## src/rtl/uart_cmd_packetizer.sv

```systemverilog
`default_nettype none
// ============================================================================
// Module   : uart_cmd_packetizer
// Brief    : Frames UART bytes into command words (with inter-byte timeout)
//            and serialises response words into back-to-back UART bytes.
// Revision : 1.0 - initial release
// ============================================================================
module uart_cmd_packetizer #(
    parameter int CMD_BYTES   = 2,
    parameter int RESP_BYTES  = 1,
    parameter int TIMEOUT_CYC = 1000000,
    parameter int TO_W        = 20
) (
    input  logic                    clk,
    input  logic                    rst_n,
    input  logic                    rx_rdy,
    input  logic [7:0]              rx_data,
    output logic                    clr_rx_rdy,
    output logic [8*CMD_BYTES-1:0]  cmd,
    output logic                    cmd_rdy,
    input  logic                    clr_cmd_rdy,
    output logic                    cmd_timeout,
    input  logic [8*RESP_BYTES-1:0] resp,
    input  logic                    snd_resp,
    output logic                    resp_busy,
    output logic                    resp_done,
    output logic                    uart_trmt,
    output logic [7:0]              uart_tx_data,
    input  logic                    uart_tx_done
);

    localparam int c_CMD_W  = 8 * CMD_BYTES;
    localparam int c_RESP_W = 8 * RESP_BYTES;
    localparam int c_IDX_W  = (CMD_BYTES > 1) ? $clog2(CMD_BYTES) : 1;
    localparam int c_REM_W  = (RESP_BYTES > 1) ? $clog2(RESP_BYTES) : 1;

    localparam logic [c_IDX_W-1:0] c_IDX_LAST = c_IDX_W'(CMD_BYTES - 1);
    localparam logic [c_REM_W-1:0] c_REM_INIT = c_REM_W'(RESP_BYTES - 1);
    localparam logic [TO_W-1:0]    c_TO_LAST  = TO_W'((TIMEOUT_CYC > 0) ? TIMEOUT_CYC - 1 : 0);
    localparam logic               c_TO_EN    = (TIMEOUT_CYC != 0);

    // ------------------------------------------------------------------------
    // RX path
    // ------------------------------------------------------------------------
    logic [c_IDX_W-1:0] r_idx;
    logic [TO_W-1:0]    r_to_cnt;
    logic [c_CMD_W-1:0] r_cmd;
    logic               r_cmd_rdy;
    logic [c_CMD_W-1:0] w_asm_next;
    logic               w_first;
    logic               w_last;
    logic               w_expire;

    // Only the lower CMD_BYTES-1 bytes of the assembly register are ever reused.
    generate
        if (CMD_BYTES == 1) begin : g_asm_single
            assign w_asm_next = rx_data;
        end else begin : g_asm_multi
            logic [c_CMD_W-9:0] r_asm;

            always_ff @(posedge clk) begin
                if (!rst_n) begin
                    r_asm <= '0;
                end else if (rx_rdy) begin
                    r_asm <= w_asm_next[c_CMD_W-9:0];
                end
            end

            assign w_asm_next = {r_asm, rx_data};
        end
    endgenerate

    assign w_first    = (r_idx == '0);
    assign w_last     = (r_idx == c_IDX_LAST);
    assign w_expire   = c_TO_EN && !w_first && !rx_rdy && (r_to_cnt == c_TO_LAST);
    assign clr_rx_rdy = rx_rdy;

    always_ff @(posedge clk) begin
        if (!rst_n) begin
            r_idx    <= '0;
            r_to_cnt <= '0;
            r_cmd    <= '0;
        end else if (rx_rdy) begin
            r_to_cnt <= '0;
            if (w_last) begin
                r_idx <= '0;
                r_cmd <= w_asm_next;
            end else begin
                r_idx <= r_idx + c_IDX_W'(1);
            end
        end else if (w_expire) begin
            r_idx    <= '0;
            r_to_cnt <= '0;
        end else if (!w_first) begin
            r_to_cnt <= r_to_cnt + TO_W'(1);
        end
    end

    // Frame completion outranks the consumer acknowledge.
    always_ff @(posedge clk) begin
        if (!rst_n) begin
            r_cmd_rdy <= 1'b0;
        end else if (rx_rdy && w_last) begin
            r_cmd_rdy <= 1'b1;
        end else if ((rx_rdy && w_first) || clr_cmd_rdy) begin
            r_cmd_rdy <= 1'b0;
        end
    end

    assign cmd         = r_cmd;
    assign cmd_rdy     = r_cmd_rdy;
    assign cmd_timeout = w_expire;

    // ------------------------------------------------------------------------
    // TX path
    // ------------------------------------------------------------------------
    typedef enum logic [1:0] {
        S_IDLE = 2'd0,
        S_SEND = 2'd1,
        S_WAIT = 2'd2
    } tx_state_t;

    tx_state_t           r_state;
    tx_state_t           w_state_next;
    logic [c_REM_W-1:0]  r_rem;
    logic [c_RESP_W-1:0] r_tx_sr;
    logic [c_RESP_W-1:0] w_sr_shift;
    logic [7:0]          r_tx_data;
    logic                r_done_q;
    logic                r_resp_done;
    logic                w_done_rise;

    // Edge detect so a done level left over from the previous byte is ignored.
    assign w_done_rise = uart_tx_done && !r_done_q;
    assign w_sr_shift  = r_tx_sr << 8;

    always_ff @(posedge clk) begin
        if (!rst_n) begin
            r_state <= S_IDLE;
        end else begin
            r_state <= w_state_next;
        end
    end

    always_comb begin
        w_state_next = r_state;
        case (r_state)
            S_IDLE: begin
                if (snd_resp) begin
                    w_state_next = S_SEND;
                end
            end
            S_SEND: begin
                w_state_next = S_WAIT;
            end
            S_WAIT: begin
                if (w_done_rise) begin
                    w_state_next = (r_rem != '0) ? S_SEND : S_IDLE;
                end
            end
            default: begin
                w_state_next = S_IDLE;
            end
        endcase
    end

    always_ff @(posedge clk) begin
        if (!rst_n) begin
            r_rem       <= '0;
            r_tx_sr     <= '0;
            r_tx_data   <= '0;
            r_done_q    <= 1'b0;
            r_resp_done <= 1'b0;
        end else begin
            r_done_q    <= uart_tx_done;
            r_resp_done <= 1'b0;
            if (r_state == S_IDLE && snd_resp) begin
                r_tx_sr   <= resp;
                r_rem     <= c_REM_INIT;
                r_tx_data <= resp[c_RESP_W-1 -: 8];
            end else if (r_state == S_WAIT && w_done_rise) begin
                if (r_rem != '0) begin
                    r_tx_sr   <= w_sr_shift;
                    r_rem     <= r_rem - c_REM_W'(1);
                    r_tx_data <= w_sr_shift[c_RESP_W-1 -: 8];
                end else begin
                    r_resp_done <= 1'b1;
                end
            end
        end
    end

    assign uart_trmt    = (r_state == S_SEND);
    assign resp_busy    = (r_state != S_IDLE);
    assign resp_done    = r_resp_done;
    assign uart_tx_data = r_tx_data;

endmodule
`default_nettype wire
```

## config.mk

```make
export PLATFORM = sky130hd
export DESIGN_NAME = uart_cmd_packetizer
export DESIGN_NICKNAME = d
export VERILOG_FILES = /design/src/rtl/uart_cmd_packetizer.sv
export SDC_FILE = /design/constraint.sdc
export NUM_CORES = 1
export LEC_CHECK = 0
export ABC_AREA = 1
export CAP_MARGIN = 25
export CORE_MARGIN = 2
export CORE_UTILIZATION = 50
export CTS_BUF_LIST = sky130_fd_sc_hd__clkbuf_8
export DETAILED_ROUTE_END_ITERATION = 16
export HOLD_SLACK_MARGIN = 0.03
export MAX_ROUTING_LAYER = met4
export PLACE_DENSITY = 0.78
export SYNTH_ARGS = -nofsm -noshare
export SYNTH_HDL_FRONTEND = slang
export SYNTH_SLANG_ARGS = --single-unit
export TNS_END_PERCENT = 20
```

## constraint.sdc

```tcl
create_clock -name clk -period 1.5 [get_ports clk]
set_clock_uncertainty 0.05 [all_clocks]
set_input_delay 0.3 -clock clk [delete_from_list [all_inputs] [get_ports clk]]
set_output_delay 0.3 -clock clk [all_outputs]
set_load 0.01 [all_outputs]
```

==> metrics.md <==
| Metric | Value |
|---|---|
| Worst Path Buf+Inv | `2` |
| Drt pass-1 iters | `5` |
| FF-to-FF path depth | `8` |
| Via count | `approximately 2500` |
| F_max | `588.4 MHz` |
| Detailed Place HPWL | `around 4200 um` |
| Tcrit/Tclk final | `113.3%` |
| Area growth syn-to-layout | `45.96%` |
| Post-DRT Antenna Nets | `0` |
| Gpl congestion | `a little under 0.9` |
| Via density per instance | `4.819` |
| Leakage | `1.646 nW` |
| Initial Utilization | `52.50%` |
| Minimum clock period | `between 1500 and 2000 ps` |
| Most common cell after layout, fill and taps aside | `nor2_1` |
| Area share of fa/ha/maj cells after synthesis | `0.5013%` |
| Maximum fanout along the worst path | `2` |
| Critical register-to-register path startpoint | `r_to_cnt[0]$_SDFFE_PP0P_` |
| Avg Inst Size Synth | `7.152 um2` |
| RSZ-0062 raised after global routing | `yes` |
| Hold Violations, Final | `0` |
| Register area share after synthesis | `46.52%` |
| Core area | `4755 um2` |
| Worst hold margin | `370.8 ps` |
| Critical Path AT | `1350 ps` |
| Synth Instances | `roughly 350` |
| Post-synthesis xor/xnor area fraction | `3.860%` |
| Asr flop ratio synth | `0%` |
| Hold path start | `r_done_q$_SDFF_PN0_` |
| Largest family of logic cells by synthesized area | `simple AND/OR/NAND/NOR gates` |
| Commonest non-fill, non-tap cells in the layout | `nor2_1, nand2_1, dfxtp_1, buf_4, inv_1` |
| Standard-cell rows | `25` |
| Fin. max-slew vios | `0` |
| CP Capture Type | `output pin` |
| First-pass GRT wire length | `9956 um` |
| Overall global routing resource usage | `24.31%` |
| Worst R2R End | `r_to_cnt[11]$_SDFFE_PP0P_` |
| Final non-filler cell total | `between 500 and 600` |
| Synth Register Bits | `58` |
| Post-route DRC | `0` |
| Max_cap viols | `0` |
| Max rail drop VDD | `0.9510 mV` |
| Clock tree root driver cell | `clkbuf_8` |
| Worst hold path cell count | `1` |
| Number of global-route vias before repair | `between 2000 and 2500` |
| PwrDens | `1072 nW/um2` |
| Outcome | `complete, but fails checks` |
| Hold path endpoint | `resp_done$_SDFF_PP0_` |
| Number of antenna diodes | `0` |
| CP cell instances | `inv_2, nor2_1, nand2_1, nor3_2, and3_1, buf_2` |
| Grt ovf | `0` |
| Worst-skew pair later-pin latency | `340 ps` |
| # setup viols final | `1` |
| # IOs | `52` |
| CTS tree | `built` |
| Initial antenna violation count | `0` |
| DIE HEIGHT | `~75 um` |
| Failing checks | `setup timing` |
| DRT iter0 DRCs | `80` |
| Ys Warns | `0` |
| R2R Setup Slk | `20 ps` |
| Die ar. | `about 5600 um2` |
| Power, Total | `0.003905 W` |
| Simple-Gate Fraction of Synth Area | `33.68%` |
| Worst Path Required | `1150 ps` |
| Reg clk slew, reported paths | `70 ps` |
| Slowest cell on crit path | `dfxtp_2` |
| Count of unique library cells instantiated by Yosys | `29` |
| Crit path launch type | `flop` |
| Cell Area, Synth | `2496 um2` |
| Routed wire length per instance | `~12 um` |
| Clock Sinks | `58` |
| CTS max path bufs | `2` |
| Die span in x | `74.66 um` |
| Compound-Gate Fraction of Synth Area | `7.318%` |
| Pre-CTS WS | `-497.4 ps` |
| Primary FF master, synth | `dfxtp_1` |
| Multiplexer share of the synthesized area | `0.4010%` |
| CP peak stage delay | `330 ps` |
| Top delay family on crit path | `simple AND/OR/NAND/NOR gates` |
| Post-synth EDFFs | `0` |
| H-tree depth | `3` |
| Slew margin rel. | `82.03%` |
| Dpl cells | `between 400 and 500` |
| Fin nets | `465` |
| Fraction of layout cells with a size suffix above 1 | `between 20% and 30%` |
| Final Worst Setup Slack | `-199.4 ps` |
| Worst slew pin tran | `~270 ps` |
| Largest net degree at the start of global routing | `26` |
| CTS buffer count | `9` |
| Syn_nets | `372` |
| Setup Crit Path Kind | `flop to output pin` |
| Port Buffers | `51` |
| Final wirelength | `6125 um` |
| HP Class | `flop to flop` |
## worst max-delay path by stage
stage,to,cells after the start,start
2_1_floorplan,cmd_timeout,4,r_to_cnt[0]$_SDFFE_PP0P_
3_5_place_dp,cmd_timeout,4,rx_rdy
5_1_grt,cmd_timeout,6,r_to_cnt[9]$_SDFFE_PP0P_
6_report,cmd_timeout,6,r_to_cnt[9]$_SDFFE_PP0P_
4_1_cts,cmd_timeout,6,r_to_cnt[9]$_SDFFE_PP0P_
3_3_place_gp,cmd_timeout,4,rx_rdy
## flip-flops by register name (all words and copies together), names as in the netlist
| signal | cells |
|---|---|
| r_to_cnt | 20 |
| cmd | 16 |
| g_asm_multi.r_asm | 8 |
| uart_tx_data | 8 |
| r_state | 2 |
| cmd_rdy | 1 |
| r_done_q | 1 |
| r_idx | 1 |
| resp_done | 1 |
## metrics by stage
step	util (%)	setup TNS, ps	instance area (um2)
6_report	76.63	-199.4	3643
2_1_floorplan	-	0	2496
3_3_place_gp	70.21	-3586	3338
3_5_place_dp	70.21	-3954	3338
5_1_grt	76.63	-1400	3643
4_1_cts	75.74	-211.1	3601
## cell type report
| cell class | count | area (um2) |
|---|---|---|
| multi-input combinational | 245 | 1190 |
| inverter | 36 | 135.1 |
| tap | 67 | 83.83 |
| timing repair buffer | 92 | 799.5 |
| sequential | 58 | 1170 |
| clock buffer | 9 | 123.9 |
| fill | 361 | 1111 |
| clock inverter | 7 | 141.4 |
## routing by layer
layer / GRT usage [%] / up-vias / wire [um]
li1: - / 1267 / -
met1: 26.43 / 1144 / 2545
met2: 41.79 / 60 / 3165
met3: 7.898 / 6 / 365
met4: 8.333 / 0 / 49
met5: - / - / 0
## timing repair
action	4_1_cts	5_1_grt
cloned	0	1
hold buffers	0	0
setup endpoints to repair	43	23
pin swaps	1	2
buffers inserted	1	0
endpoints found under the hold margin	0	0
gates resized for setup	45	16
## worst reg2reg max path: cells and delay by family, from the launching register on
| kind | cells | cell delay (ps) |
|---|---|---|
| and+or+nand+nor | 5 | 530 |
| buffers and inverters | 2 | 300 |
| DFF | 1 | 350 |
| adders and majority gates | 1 | 140 |
## power breakdown
| part | internal [W] | leakage (nW) | switching, W |
|---|---|---|---|
| clock | 0.00127 | 0.129 | 0.000649 |
| sequential | 0.00160 | 0.477 | 0.0000313 |
| combinational | 0.000173 | 1.04 | 0.000176 |
| total | 0.00305 | 1.65 | 0.000856 |
## cells in the mapped netlist, types with 4 or more instances
cell | instances | area [um2]
nor2_1 | 95 | 356.6
nand2_1 | 68 | 255.2
dfxtp_1 | 58 | 1161
inv_1 | 35 | 131.4
o21ai_0 | 25 | 125.1
nand3_1 | 12 | 60.06
a21oi_1 | 9 | 45.04
xnor2_1 | 6 | 52.55
buf_4 | 5 | 37.54
xor2_1 | 5 | 43.79
nand4_1 | 4 | 25.02
nor2_2 | 4 | 25.02
## cells by family after synthesis
kind of cell             count (synthesis)
AND/OR/NAND/NOR                        196
flip-flops                              58
buffers and inverters                   46
AO/OA/AOI/OAI                           36
XOR/XNOR                                11
multiplexers                             1
adder cells (fa/ha/maj)                  1
No activity file was read; power rests on OpenSTA's default activity.
